==> src/rtl/fp32_add_stream_if.sv <==
// fp32_add_stream_if: operand, adder-side and result ports of the FP32 add stream wrapper.
interface fp32_add_stream_if;
    logic        in_valid;
    logic        in_ready;
    logic [31:0] in_a;
    logic [31:0] in_b;
    logic [31:0] add_a;
    logic [31:0] add_b;
    logic [31:0] add_result;
    logic        out_valid;
    logic        out_ready;
    logic [31:0] out_data;

    // Producer/consumer/adder side (environment)
    modport master (
        output in_valid, in_a, in_b, add_result, out_ready,
        input  in_ready, add_a, add_b, out_valid, out_data
    );

    // Wrapper side
    modport slave (
        input  in_valid, in_a, in_b, add_result, out_ready,
        output in_ready, add_a, add_b, out_valid, out_data
    );
endinterface

==> src/rtl/fp32_add_stream.sv <==
// fp32_add_stream: issue/collect wrapper around a fixed-latency FP32 pipelined adder.
// Credit accounting (FIFO count + in-flight ops) guarantees every adder result is captured.
// Optional feature macro: ADD_STREAM_SPECIAL_EN (NaN/Inf results produced by the wrapper).
// All state updates on the falling edge of clk_n; ADD_LAT must equal the adder stage count.
module fp32_add_stream #(
    parameter int unsigned ADD_LAT = 6,
    parameter int unsigned DEPTH   = 8
) (
    input  logic             clk_n,
    input  logic             rst_n,
    fp32_add_stream_if.slave bus,
    output logic             busy
);
    localparam int unsigned DW = 32;
    localparam int unsigned PW = (DEPTH > 1) ? $clog2(DEPTH) : 1;
    localparam int unsigned CW = PW + 1;
    localparam int unsigned IW = $clog2(ADD_LAT + 1);
    localparam int unsigned TW = ((CW > IW) ? CW : IW) + 1;

    logic [ADD_LAT-1:0] vpipe;
    logic [DW-1:0]      mem [DEPTH];
    logic [PW-1:0]      wr_ptr;
    logic [PW-1:0]      rd_ptr;
    logic [CW-1:0]      count;
    logic [IW-1:0]      inflight_c;
    logic [TW-1:0]      total_c;
    logic               fire_c;
    logic               cap_c;
    logic               pop_c;
    logic [DW-1:0]      cap_data_c;

    // Credit total from registered state only, so in_ready never depends on in_valid
    always_comb begin
        inflight_c = '0;
        for (int unsigned i = 0; i < ADD_LAT; i++) begin
            inflight_c = inflight_c + IW'(vpipe[i]);
        end
        total_c = TW'(count) + TW'(inflight_c);
    end

    assign bus.in_ready  = (total_c < TW'(DEPTH));
    assign fire_c        = bus.in_valid & bus.in_ready;
    assign bus.add_a     = fire_c ? bus.in_a : '0;
    assign bus.add_b     = fire_c ? bus.in_b : '0;
    assign cap_c         = vpipe[ADD_LAT-1];
    assign bus.out_valid = (count != '0);
    assign pop_c         = bus.out_valid & bus.out_ready;
    assign bus.out_data  = mem[rd_ptr];
    assign busy          = (vpipe != '0) | (count != '0);

    // In-flight tracking: one bit per adder stage
    always_ff @(negedge clk_n or negedge rst_n) begin
        if (!rst_n) begin
            vpipe <= '0;
        end else begin
            vpipe <= {vpipe[ADD_LAT-2:0], fire_c};
        end
    end

`ifdef ADD_STREAM_SPECIAL_EN
    logic [ADD_LAT-1:0] spec_pipe;
    logic [DW-1:0]      spec_val [ADD_LAT];
    logic               spec_c;
    logic [DW-1:0]      spec_val_c;
    logic               a_nan_c, b_nan_c, a_inf_c, b_inf_c;

    // Operand classification: NaN or opposite infinities -> canonical qNaN, else the Inf operand
    always_comb begin
        a_nan_c    = (&bus.in_a[30:23]) & (|bus.in_a[22:0]);
        b_nan_c    = (&bus.in_b[30:23]) & (|bus.in_b[22:0]);
        a_inf_c    = (&bus.in_a[30:23]) & ~(|bus.in_a[22:0]);
        b_inf_c    = (&bus.in_b[30:23]) & ~(|bus.in_b[22:0]);
        spec_c     = a_nan_c | b_nan_c | a_inf_c | b_inf_c;
        spec_val_c = a_inf_c ? bus.in_a : bus.in_b;
        if (a_nan_c || b_nan_c || (a_inf_c && b_inf_c && (bus.in_a[31] != bus.in_b[31]))) begin
            spec_val_c = 32'h7FC0_0000;
        end
    end

    // Side pipeline carrying the override flag and value, aligned with vpipe
    always_ff @(negedge clk_n or negedge rst_n) begin
        if (!rst_n) begin
            spec_pipe <= '0;
            for (int unsigned i = 0; i < ADD_LAT; i++) begin
                spec_val[i] <= '0;
            end
        end else begin
            spec_pipe   <= {spec_pipe[ADD_LAT-2:0], fire_c & spec_c};
            spec_val[0] <= spec_val_c;
            for (int unsigned i = 1; i < ADD_LAT; i++) begin
                spec_val[i] <= spec_val[i-1];
            end
        end
    end

    assign cap_data_c = spec_pipe[ADD_LAT-1] ? spec_val[ADD_LAT-1] : bus.add_result;
`else
    assign cap_data_c = bus.add_result;
`endif

    // Output FIFO: capture at adder exit, pop on consumer handshake
    always_ff @(negedge clk_n or negedge rst_n) begin
        if (!rst_n) begin
            wr_ptr <= '0;
            rd_ptr <= '0;
            count  <= '0;
            for (int unsigned i = 0; i < DEPTH; i++) begin
                mem[i] <= '0;
            end
        end else begin
            if (cap_c) begin
                mem[wr_ptr] <= cap_data_c;
                wr_ptr      <= wr_ptr + PW'(1);
            end
            if (pop_c) begin
                rd_ptr <= rd_ptr + PW'(1);
            end
            if (cap_c && !pop_c) begin
                count <= count + CW'(1);
            end else if (pop_c && !cap_c) begin
                count <= count - CW'(1);
            end
        end
    end
endmodule

==> src/flat_wrapper.sv <==
// flat-port wrapper written by rule: the top's interface ports become plain ports
module fp32_add_stream_flat 
#(
    parameter int unsigned ADD_LAT = 6,
    parameter int unsigned DEPTH   = 8
)
  (clk_n, rst_n, busy, bus_in_valid, bus_in_a, bus_in_b, bus_add_result, bus_out_ready, bus_in_ready, bus_add_a, bus_add_b, bus_out_valid, bus_out_data);
  fp32_add_stream_if bus_i ();
  input  logic clk_n;
  input  logic rst_n;
  output logic busy;
  input wire logic [$bits(bus_i.in_valid)-1:0] bus_in_valid;
  input wire logic [$bits(bus_i.in_a)-1:0] bus_in_a;
  input wire logic [$bits(bus_i.in_b)-1:0] bus_in_b;
  input wire logic [$bits(bus_i.add_result)-1:0] bus_add_result;
  input wire logic [$bits(bus_i.out_ready)-1:0] bus_out_ready;
  output wire logic [$bits(bus_i.in_ready)-1:0] bus_in_ready;
  output wire logic [$bits(bus_i.add_a)-1:0] bus_add_a;
  output wire logic [$bits(bus_i.add_b)-1:0] bus_add_b;
  output wire logic [$bits(bus_i.out_valid)-1:0] bus_out_valid;
  output wire logic [$bits(bus_i.out_data)-1:0] bus_out_data;
  assign bus_i.in_valid = bus_in_valid;
  assign bus_i.in_a = bus_in_a;
  assign bus_i.in_b = bus_in_b;
  assign bus_i.add_result = bus_add_result;
  assign bus_i.out_ready = bus_out_ready;
  assign bus_in_ready = bus_i.in_ready;
  assign bus_add_a = bus_i.add_a;
  assign bus_add_b = bus_i.add_b;
  assign bus_out_valid = bus_i.out_valid;
  assign bus_out_data = bus_i.out_data;
  fp32_add_stream #(.ADD_LAT(ADD_LAT), .DEPTH(DEPTH)) u_core (.clk_n(clk_n), .rst_n(rst_n), .bus(bus_i), .busy(busy));
endmodule
==> config.mk <==
export PLATFORM = sky130hd
export DESIGN_NAME = fp32_add_stream_flat
export DESIGN_NICKNAME = d
export VERILOG_FILES = /design/src/rtl/fp32_add_stream_if.sv /design/src/rtl/fp32_add_stream.sv /design/src/flat_wrapper.sv
export SDC_FILE = /design/constraint.sdc
export NUM_CORES = 1
export LEC_CHECK = 0
export CORE_ASPECT_RATIO = 1.4
export CORE_MARGIN = 1.5
export CORE_UTILIZATION = 50
export DETAILED_ROUTE_END_ITERATION = 8
export PLACE_DENSITY_LB_ADDON = 0.05
export SLEW_MARGIN = 15
export SYNTH_ARGS = -nofsm -noshare
export SYNTH_HDL_FRONTEND = slang
export SYNTH_SLANG_ARGS = --single-unit
export TNS_END_PERCENT = 100
==> constraint.sdc <==
create_clock -name clk_n -period 12.42 [get_ports clk_n]
set_input_delay 3.105 -clock clk_n [delete_from_list [all_inputs] [get_ports clk_n]]
set_output_delay 3.105 -clock clk_n [all_outputs]
set_load 0.01 [all_outputs]
==> results of run 1 <==
==> cell usage in the layout, fill, tap and decap left out, types with 3 or more instances in the layout <==
cell type and instances:
nor3_4 63, inv_1 11, dfrtn_1 272, ha_1 9, buf_6 20, clkbuf_16 28, clkbuf_1 9, fa_1 3
buf_4 23, nor3_2 3, nand4b_1 3, nand3_1 3, buf_2 53, xnor2_1 5, buf_12 10, buf_16 4
mux4_2 64, mux2_2 288, mux2_1 3, clkbuf_8 8, buf_8 4, clkdlybuf4s50_1 131, nand2_1 69
==> through the flow <==
step | setup TNS [ns] | instance area [sq um] | worst slack [ns] | power [mW] | cells
global route | -55.94 | 17050 | -0.9523 | 5.351 | 1437
finish | -47.51 | 17050 | -0.8164 | 5.045 | 1437
global placement | -35.65 | 16140 | -0.5857 | 4.086 | 1373
detailed placement | -39.57 | 16140 | -0.6506 | 4.142 | 1373
CTS | -53.02 | 17030 | -0.9340 | 5.129 | 1436
floorplan | -1.473 | 13810 | -0.03676 | 3.329 | 889
==> layout make-up <==
type,instances,area (sq um),area share
flip-flops and latches,272,6807,0.3993
inverters,11,41.29,0.002422
clock inverters,5,65.06,0.003817
diodes,1,2.502,0.0001468
well taps,319,399.1,0.02341
repair buffers,245,2345,0.1375
clock buffers,45,844.6,0.04954
multi-input cells,539,6544,0.3839
==> metal layers <==
metal  GRT usage  routed length [um]  part of all wire
met5           0                   0                 0
met4     0.06895                 756             0.025
met3     0.04248                1432             0.048
met2      0.3954               15310              0.51
met1      0.3028               12590              0.42
==> synth_stat cells <==
cell	count	area share
or2_2	1	0.00048
nand3_1	3	0.0012
nand3b_1	1	0.00058
nand4b_1	3	0.0020
and3b_1	1	0.00067
o21a_1	1	0.00058
mux2i_1	1	0.00077
nor3b_4	2	0.0029
a21oi_1	2	0.00077
buf_2	18	0.0069
fa_1	4	0.0062
mux4_2	64	0.11
inv_1	11	0.0032
clkbuf_1	27	0.0078
buf_6	6	0.0052
xnor2_1	5	0.0034
dfrtn_1	272	0.52
ha_1	9	0.0087
buf_1	5	0.0014
buf_4	12	0.0069
mux2_2	288	0.25
o21ai_0	1	0.00038
nand4_1	2	0.00096
nand2_1	69	0.020
or4_1	2	0.0012
nor3_1	65	0.025
a2111o_1	1	0.00087
o211ai_1	2	0.0012
nor3_2	2	0.0015
nand2b_4	1	0.0011
xor2_1	1	0.00067
mux2_1	3	0.0026
nor2_1	1	0.00029
or3_1	2	0.00096
nor3b_1	1	0.00058
==> path summary, 6_finish.rpt <==
kind | start | to | slack, ns | cells past startpoint
max reg2reg | u_core.vpipe[0] | u_core.vpipe[0] | 9.26 | 12
max in group asynchronous | rst_n | u_core.mem[151] | 2.77 | 2
min reg2reg | u_core.vpipe[4] | u_core.vpipe[5] | 0.33 | 0
min in group asynchronous | rst_n | u_core.mem[37] | 8.75 | 1
max | u_core.vpipe[0] | bus_add_b[17] | -0.82 | 14
min | u_core.vpipe[4] | u_core.vpipe[5] | 0.33 | 0
==> critical path: cells and delay by family, from the launching register on <==
kind	cells	cell delay, ns
flops	1	0.41
compound gates	1	0.26
fa+ha+maj	5	1.81
buf+inv	6	0.60
simple gates	2	0.33
==> sequential cells by signal, indices dropped and copies added (netlist names) <==
name           count
u_core.vpipe       6
u_core.wr_ptr      3
u_core.mem       256
u_core.rd_ptr      3
u_core.count       4
==> kinds of logic (layout without fill, tap and decap cells) <==
logic type / after synthesis / in the layout / share of synthesized area
compound gates: 7 / 8 / 0.003751
xor+xnor: 6 / 6 / 0.004040
fa+ha+maj: 13 / 13 / 0.01481
buf+inv: 79 / 306 / 0.03145
flops: 272 / 272 / 0.5232
mux: 356 / 356 / 0.3635
other cells: 0 / 1 / 0
simple gates: 156 / 156 / 0.05925
==> where the power goes <==
group	internal, mW	total, mW	switching, mW
clock	0.485	0.824	0.339
sequential	1.37	1.60	0.230
combinational	1.51	2.62	1.11
total	3.36	5.04	1.68
==> what timing repair did <==
| action | 4_1_cts | 5_1_grt |
|---|---|---|
| gates cloned | 5 | 0 |
| buffers inserted | 8 | 3 |
| setup endpoints to repair | 65 | 65 |
| pin swaps | 12 | 15 |
| gates resized for setup | 296 | 10 |
| endpoints found under the hold margin | 0 | 0 |
==> flow_metrics.py, run 1 <==
metrics = {
    "setup_path": {
        "required_ns": 9.31,
        "cp_max_fo": 8,
        "arrival_ns": 10.13,
        "path_cells": "inv_1, ha_1, inv_1, fa_1, fa_2, fa_1, inv_1, ha_1, and3b_2, o21a_4, buf_12, buf_6, nor3_4, buf_2",
        "criticalPathCategory": "register to output pin",
        "slowest_delay_ns": 0.49,
        "path_common_cell": "inv_1",
        "worst_setup_path_start_kind": "register",
        "slowest_stage": "fa_1",
        "worstSetupEndpointType": "output pin",
    },
    "logic_synthesis": {
        "syn-cell-area_sq_mm": 0.01301,
        "syn_nets": 1002,
        "ys_ff_latch": 272,
        "synth_cell_types": 35,
        "seq_area_frac_synth": 0.5232,
        "synth_cells": 889,
        "syn_avg_cell_area_sq_um": 14.63,
        "synth_warnings": 0,
    },
    "route": {
        "num_vias": 8176,
        "first_pass_iters": 6,
        "drc_errors": 6,
        "wl_per_cell_um": 20.94,
        "drt_wl_total_um": 30090,
        "viasPerCell": 5.690,
        "drt_iter0_markers": 396,
        "ant_nets": 0,
    },
    "status": {
        "status": "finished with violations",
        "violations": "DRC, setup timing",
    },
    "clocking": {
        "cts_max_path_buffers": 3,
        "cts_hold_buf": 0,
        "path_clk_slew_ns": 0.04,
        "cts-root-buf": "clkbuf_16",
        "cts-buffers-inserted": 28,
        "clock_latency_ns": 0.54,
        "numClockSinks": 272,
        "htreeDepth": 1,
        "cts_tree": "yes",
    },
    "cells_and_area": {
        "num-fill-cells": 1900,
        "fin_util": 0.6694,
        "layout-drive-gt1-share": 0.5210,
        "area_delta_synth_final_pct": 31.05,
        "layout.nets": 1210,
    },
    "floorplanning": {
        "num_io_pins": 199,
        "core_area_sq_mm": 0.02547,
        "die_w_um": 139.3,
        "initial_utilization": 0.5108,
        "die_h_um": 193.9,
        "rows": 69,
        "die_area_sq_mm": 0.02701,
    },
    "placement": {
        "place.gp.congestion": 0.8022,
        "io_buffers": 198,
        "dp_hpwl_um": 18720,
    },
    "pwr": {
        "leakagePower_nw": 7.098,
        "irDropWorstVdd_uv": 225.1,
        "power_density_mw_per_mm2": 295.9,
    },
    "grt": {
        "antenna_found_initial": 1,
        "grt_pass1_wl_um": 49440,
        "grt_remaining_overflow": 0,
        "grt_pass1_vias": 8950,
        "grt_usage": 0.2317,
        "grt_max_degree": 114,
    },
    "timing": {
        "finalWorstSetupSlack_ns": -0.8164,
        "holdWs_ns": 0.3258,
        "finalHoldViolCount": 0,
        "relSlewSlack": 0.2239,
        "final-max-slew-violation-count": 0,
        "rsz0062_at_grt": "yes",
        "worst_pin_slew_ns": 1.158,
        "final.setup_skew_ns": 0.01418,
        "setup_viol": 65,
    },
    "job": {
        "max_cap_violations": 0,
    },
    "hold_path": {
        "hold_class": "register to register",
    },
}
Note: power is estimated with default switching activity, not from simulation.
==> run 2: changes to the inputs <==
SLEW_MARGIN = 0   (was 15)
==> run 2 against run 1 <==
  * Register-to-register slack barely moved
  * Cell count barely moved
  * Setup slack improved by 0.0021 ns
  * Count of clock-buffer cells in the layout did not move
  * Highest routed layer unchanged
  * The flow still finishes with violations (DRC, setup timing)
  * First-iteration DRC count fell by 8.8%
  * Largest cell class unchanged
  * Sequential share of layout area barely moved
  * Power barely moved
  * Sequential cell count did not move
  * Non-clock buffer count fell by 1
  * Clock power barely moved
==> flow_metrics.py, run 2 (synthesis gave the netlist of run 1 again) <==
metrics = {
    "setup_path": {
        "reg2reg_depth": 12,
        "path_common_cell": "inv_1",
        "arrival_ns": 10.13,
        "path_cells": "inv_1, ha_1, inv_1, fa_1, fa_2, fa_1, inv_1, ha_1, and3b_2, o21a_4, buf_12, buf_6, nor3_4, buf_2",
        "r2r-end": "u_core.vpipe[0]",
        "criticalPathCategory": "register to output pin",
        "r2r_setup_slack_ns": 9.26,
        "worst_setup_path_start_kind": "register",
        "r2r_start": "u_core.vpipe[0]",
        "required_ns": 9.31,
        "crit_family": "adder cells",
        "slowest_stage": "fa_1",
        "crit_buf_inv": 6,
        "worstSetupEndpointType": "output pin",
        "cp_max_fo": 8,
        "slowest_delay_ns": 0.49,
    },
    "cells_and_area": {
        "most-common-layout-cells": "mux2_2 (288), dfrtn_1 (272), clkdlybuf4s50_1 (131)",
        "layout-drive-gt1-share": 0.5206,
        "regArea_sq_mm": 0.006807,
        "multiInputGateArea_sq_mm": 0.006544,
        "layout.nets": 1209,
        "fin_util": 0.6688,
        "largest_register_ffs": 256,
        "num-fill-cells": 1901,
        "layout_commonest_cell": "mux2_2",
        "reg_top3": "u_core.mem (256), u_core.vpipe (6), u_core.count (4)",
        "area_delta_synth_final_pct": 30.93,
        "top_register": "u_core.mem",
    },
    "floorplanning": {
        "core_area_sq_mm": 0.02547,
        "die_w_um": 139.3,
        "num_io_pins": 199,
        "die_h_um": 193.9,
        "initial_utilization": 0.5108,
        "rows": 69,
        "die_area_sq_mm": 0.02701,
    },
    "clocking": {
        "cts_max_path_buffers": 3,
        "cts-buffers-inserted": 28,
        "numClockSinks": 272,
        "cts-root-buf": "clkbuf_16",
        "clock_latency_ns": 0.54,
        "cts_tree": "yes",
        "path_clk_slew_ns": 0.04,
        "htreeDepth": 1,
    },
    "route": {
        "first_pass_iters": 6,
        "ant_nets": 0,
        "viasPerCell": 5.716,
        "drt_wl_total_um": 30190,
        "drc_errors": 6,
        "wl_per_cell_um": 21.03,
        "drt_iter0_markers": 361,
        "num_vias": 8208,
    },
    "timing": {
        "relSlewSlack": 0.1615,
        "finalWorstSetupSlack_ns": -0.8142,
        "final-max-slew-violation-count": 0,
        "worst_pin_slew_ns": 1.256,
        "setup_viol": 65,
        "final.setup_skew_ns": 0.01401,
        "rsz0062_at_grt": "yes",
        "finalSetupTns_ns": -47.38,
        "finalHoldViolCount": 0,
    },
    "grt": {
        "grt_pass1_wl_um": 49440,
        "antenna_found_initial": 1,
        "grt_pass1_vias": 8950,
        "grt_remaining_overflow": 0,
        "grt_max_degree": 114,
        "grt_usage": 0.2317,
    },
    "placement": {
        "io_buffers": 198,
        "dp_hpwl_um": 18720,
        "place.gp.congestion": 0.8022,
    },
    "pwr": {
        "p_total_mw": 5.042,
        "power_density_mw_per_mm2": 296.0,
        "leakagePower_nw": 7.090,
        "irDropWorstVdd_uv": 225.1,
    },
    "status": {
        "violations": "DRC, setup timing",
        "status": "finished with violations",
    },
    "hold_path": {
        "hold_class": "register to register",
        "min_path_cells": 0,
        "hp-start": "u_core.vpipe[4]",
        "holdPathEnd": "u_core.vpipe[5]",
    },
    "job": {
        "max_cap_violations": 0,
    },
}
run 2: layout make-up:
| class | instances | share of cell area |
|---|---|---|
| Antenna cell | 1 | 0.0001469 |
| Clock buffer | 45 | 0.04958 |
| Clock inverter | 5 | 0.003820 |
| Inverter | 11 | 0.002424 |
| Multi-Input combinational cell | 539 | 0.3842 |
| Sequential cell | 272 | 0.3996 |
| Tap cell | 319 | 0.02343 |
| Timing Repair Buffer | 244 | 0.1368 |
run 2: report_power, final:
part	total, mW	switching, mW	leakage [nW]	internal (mW)
clock network	0.823	0.338	0.447	0.485
logic	2.62	1.11	3.39	1.51
registers	1.60	0.229	3.25	1.37
total	5.04	1.68	7.09	3.36
run 2: timing repair:
item | 4_1_cts | 5_1_grt
endpoints found under the hold margin | 0 | 0
hold buffers | 0 | 0
setup endpoints to repair | 65 | 65
gates resized for setup | 296 | 10
gates cloned | 5 | 0
buffers inserted | 8 | 3
pin swaps | 12 | 15
run 2: how the worst max path moves through the flow:
stage / start / end / slack [ns] / depth (start not counted)
floorplan: u_core.vpipe[0] / bus_add_a[21] / -0.04 / 13
global placement: u_core.vpipe[0] / bus_add_b[8] / -0.59 / 13
detailed placement: u_core.vpipe[0] / bus_add_b[12] / -0.65 / 13
CTS: u_core.vpipe[0] / bus_add_b[4] / -0.93 / 13
global route: u_core.vpipe[0] / bus_add_b[17] / -0.95 / 14
finish: u_core.vpipe[0] / bus_add_b[17] / -0.81 / 14
run 2: per-layer routing:
| layer | up-vias | track usage | part of all wire |
|---|---|---|---|
| met3 | 55 | 0.04248 | 0.051 |
| met4 | 0 | 0.06895 | 0.026 |
| met2 | 186 | 0.3954 | 0.51 |
| li1 | 3686 | - | - |
| met1 | 4281 | 0.3028 | 0.41 |
| met5 | - | 0 | 0 |
run 2: through the flow:
stage	instances	worst slack, ns	hold WS, ns	cell area [sq um]
2_1_floorplan	889	-0.03676	0.3136	13810
3_3_place_gp	1373	-0.5857	0.3223	16140
3_5_place_dp	1373	-0.6506	0.3268	16140
4_1_cts	1436	-0.9340	0.3296	17030
5_1_grt	1436	-0.9523	0.3441	17030
6_report	1436	-0.8142	0.3258	17030
==> run 3: changes to the inputs <==
CORE_UTILIZATION = 55   (was 50)
RECOVER_POWER = 50   (was unset)
==> run 3 against run 2 <==
  * First-iteration DRC count shrank 3.3%
  * Wire length shrank 4.6%
  * Power shrank 4.1%
  * Register-to-register slack lost 0.19 ns
  * Critical path type unchanged
  * The flow finishes with violations (setup timing)
  * Combinational power shrank 6%
  * Cell count shrank 1.7%
==> flow_metrics.py, run 3 (synthesis gave the netlist of run 1 again) <==
metrics = {
    "status": {
        "status": "finished with violations",
        "violations": "setup timing",
    },
    "clocking": {
        "cts-buffers-inserted": 27,
        "numClockSinks": 272,
        "path_clk_slew_ns": 0.05,
        "htreeDepth": 1,
        "cts-root-buf": "clkbuf_16",
        "cts_max_path_buffers": 3,
        "cts_tree": "yes",
        "clock_latency_ns": 0.53,
    },
    "cells_and_area": {
        "final_cell_count_no_fill": 1411,
        "layout-drive-gt1-share": 0.5167,
        "layout.nets": 1201,
        "most-common-layout-cells": "mux2_2 (288), dfrtn_1 (272), clkdlybuf4s50_1 (131)",
        "top_register": "u_core.mem",
        "largest_register_ffs": 256,
        "n_antenna_cell": 0,
        "area_delta_synth_final_pct": 28.65,
        "reg_top3": "u_core.mem (256), u_core.vpipe (6), u_core.count (4)",
        "layout_commonest_cell": "mux2_2",
        "fin_util": 0.7212,
    },
    "setup_path": {
        "worst_setup_path_start_kind": "register",
        "worstSetupEndpointType": "output pin",
        "criticalPathCategory": "register to output pin",
        "crit_buf_inv": 6,
        "crit_family": "adder cells",
        "path_cells": "inv_1, ha_1, inv_2, fa_1, fa_2, fa_1, inv_1, ha_1, and3b_1, o21a_4, buf_12, buf_6, nor3_4, buf_6",
        "cp_max_fo": 7,
        "r2r_start": "u_core.vpipe[0]",
        "arrival_ns": 10.10,
        "required_ns": 9.31,
        "reg2reg_depth": 12,
        "slowest_delay_ns": 0.48,
        "slowest_stage": "fa_1",
        "r2r_setup_slack_ns": 9.07,
        "r2r-end": "u_core.vpipe[0]",
    },
    "timing": {
        "finalSetupTns_ns": -47.44,
        "setup_viol": 65,
        "final-max-slew-violation-count": 0,
        "finalHoldViolCount": 0,
        "worst_pin_slew_ns": 1.121,
        "finalWorstSetupSlack_ns": -0.7867,
        "rsz0062_at_grt": "yes",
        "relSlewSlack": 0.2516,
        "final.setup_skew_ns": 0.007940,
    },
    "floorplanning": {
        "die_h_um": 185.0,
        "die_w_um": 133.0,
        "rows": 66,
        "die_area_sq_mm": 0.02460,
        "initial_utilization": 0.5606,
        "num_io_pins": 199,
        "core_area_sq_mm": 0.02320,
    },
    "pwr": {
        "leakagePower_nw": 6.966,
        "power_frac_seq": 0.332,
        "power_density_mw_per_mm2": 288.8,
        "internal_power_mw": 3.209,
        "clock_power_share": 0.156,
        "irDropWorstVdd_uv": 231.0,
        "p_total_mw": 4.834,
        "p_comb_frac": 0.511,
        "switching_share": 0.3361,
        "power_switching_mw": 1.625,
    },
    "route": {
        "drt_wl_total_um": 28800,
        "viasPerCell": 5.787,
        "drt_iter0_markers": 349,
        "drc_errors": 0,
        "num_vias": 8165,
        "ant_nets": 0,
        "first_pass_iters": 4,
        "wl_per_cell_um": 20.41,
    },
    "placement": {
        "dp.cells": 1361,
        "pre_cts_ws_ns": -0.6298,
        "io_buffers": 198,
        "place.gp.congestion": 0.8312,
        "dp_hpwl_um": 18700,
    },
    "hold_path": {
        "min_path_cells": 0,
        "hold_class": "register to register",
        "hp-start": "u_core.vpipe[4]",
        "holdPathEnd": "u_core.vpipe[5]",
    },
    "job": {
        "max_cap_violations": 0,
    },
    "grt": {
        "grt_remaining_overflow": 0,
        "grt_pass1_wl_um": 47740,
        "antenna_found_initial": 0,
        "grt_max_degree": 98,
        "grt_usage": 0.2477,
        "grt_pass1_vias": 8840,
    },
}
## run 3: cell count changes in the layout (fill, tap and decap cells not counted), sizes merged
cell      change
buf           -7
o21a          -1
inv           +1
bufinv        -1
clkbuf        -4
diode         -1
clkinvlp      +1
## run 3: layout make-up
class / instances / area [sq um]
clock buffer: 40 / 774.5
clock inverter: 6 / 40.04
fill: 1630 / 6469
inverter: 11 / 41.29
multi-input combinational: 538 / 6515
sequential: 272 / 6807
tap: 306 / 382.9
timing repair buffer: 238 / 2176
## run 3: stage by stage
step	hold WS (ns)	cell area, sq um
3_3_place_gp	0.3232	16120
5_1_grt	0.3381	16740
6_report	0.3273	16740
2_1_floorplan	0.3136	13810
3_5_place_dp	0.3323	16120
4_1_cts	0.3263	16770
## run 3: per-layer routing
metal / vias to the layer above / track usage / part of all wire
met5: - / 0 / 0
met4: 0 / 0.06242 / 0.022
met3: 46 / 0.04570 / 0.049
met2: 187 / 0.4335 / 0.52
met1: 4259 / 0.3209 / 0.41
li1: 3673 / - / -
## run 3: what timing repair did
item	in CTS	in global routing
hold endpoints to repair	0	0
setup buffers	2	1
endpoints found under the setup margin	65	65
pin swaps	2	1
resized for setup	244	36
hold buffers	0	0
cloned	1	0
## run 3: how the worst max path moves through the flow
stage,start,endpoint,slack (ns),depth (start not counted)
4_1_cts,u_core.vpipe[0],bus_add_b[28],-0.86,13
3_5_place_dp,u_core.vpipe[0],bus_add_b[16],-0.63,13
6_report,u_core.vpipe[0],bus_add_a[7],-0.79,14
5_1_grt,u_core.vpipe[0],bus_add_a[7],-0.97,14
2_1_floorplan,u_core.vpipe[0],bus_add_a[21],-0.04,13
3_3_place_gp,u_core.vpipe[0],bus_add_b[13],-0.59,13
## run 3: power by group through the flow
stage	Sequential (mW)	Clock, mW	Combinational (mW)
6_report	1.61	0.756	2.47
4_1_cts	1.61	0.773	2.51
2_1_floorplan	1.52	0	1.81
5_1_grt	1.67	0.810	2.66
3_3_place_gp	1.59	0	2.46
3_5_place_dp	1.62	0	2.50
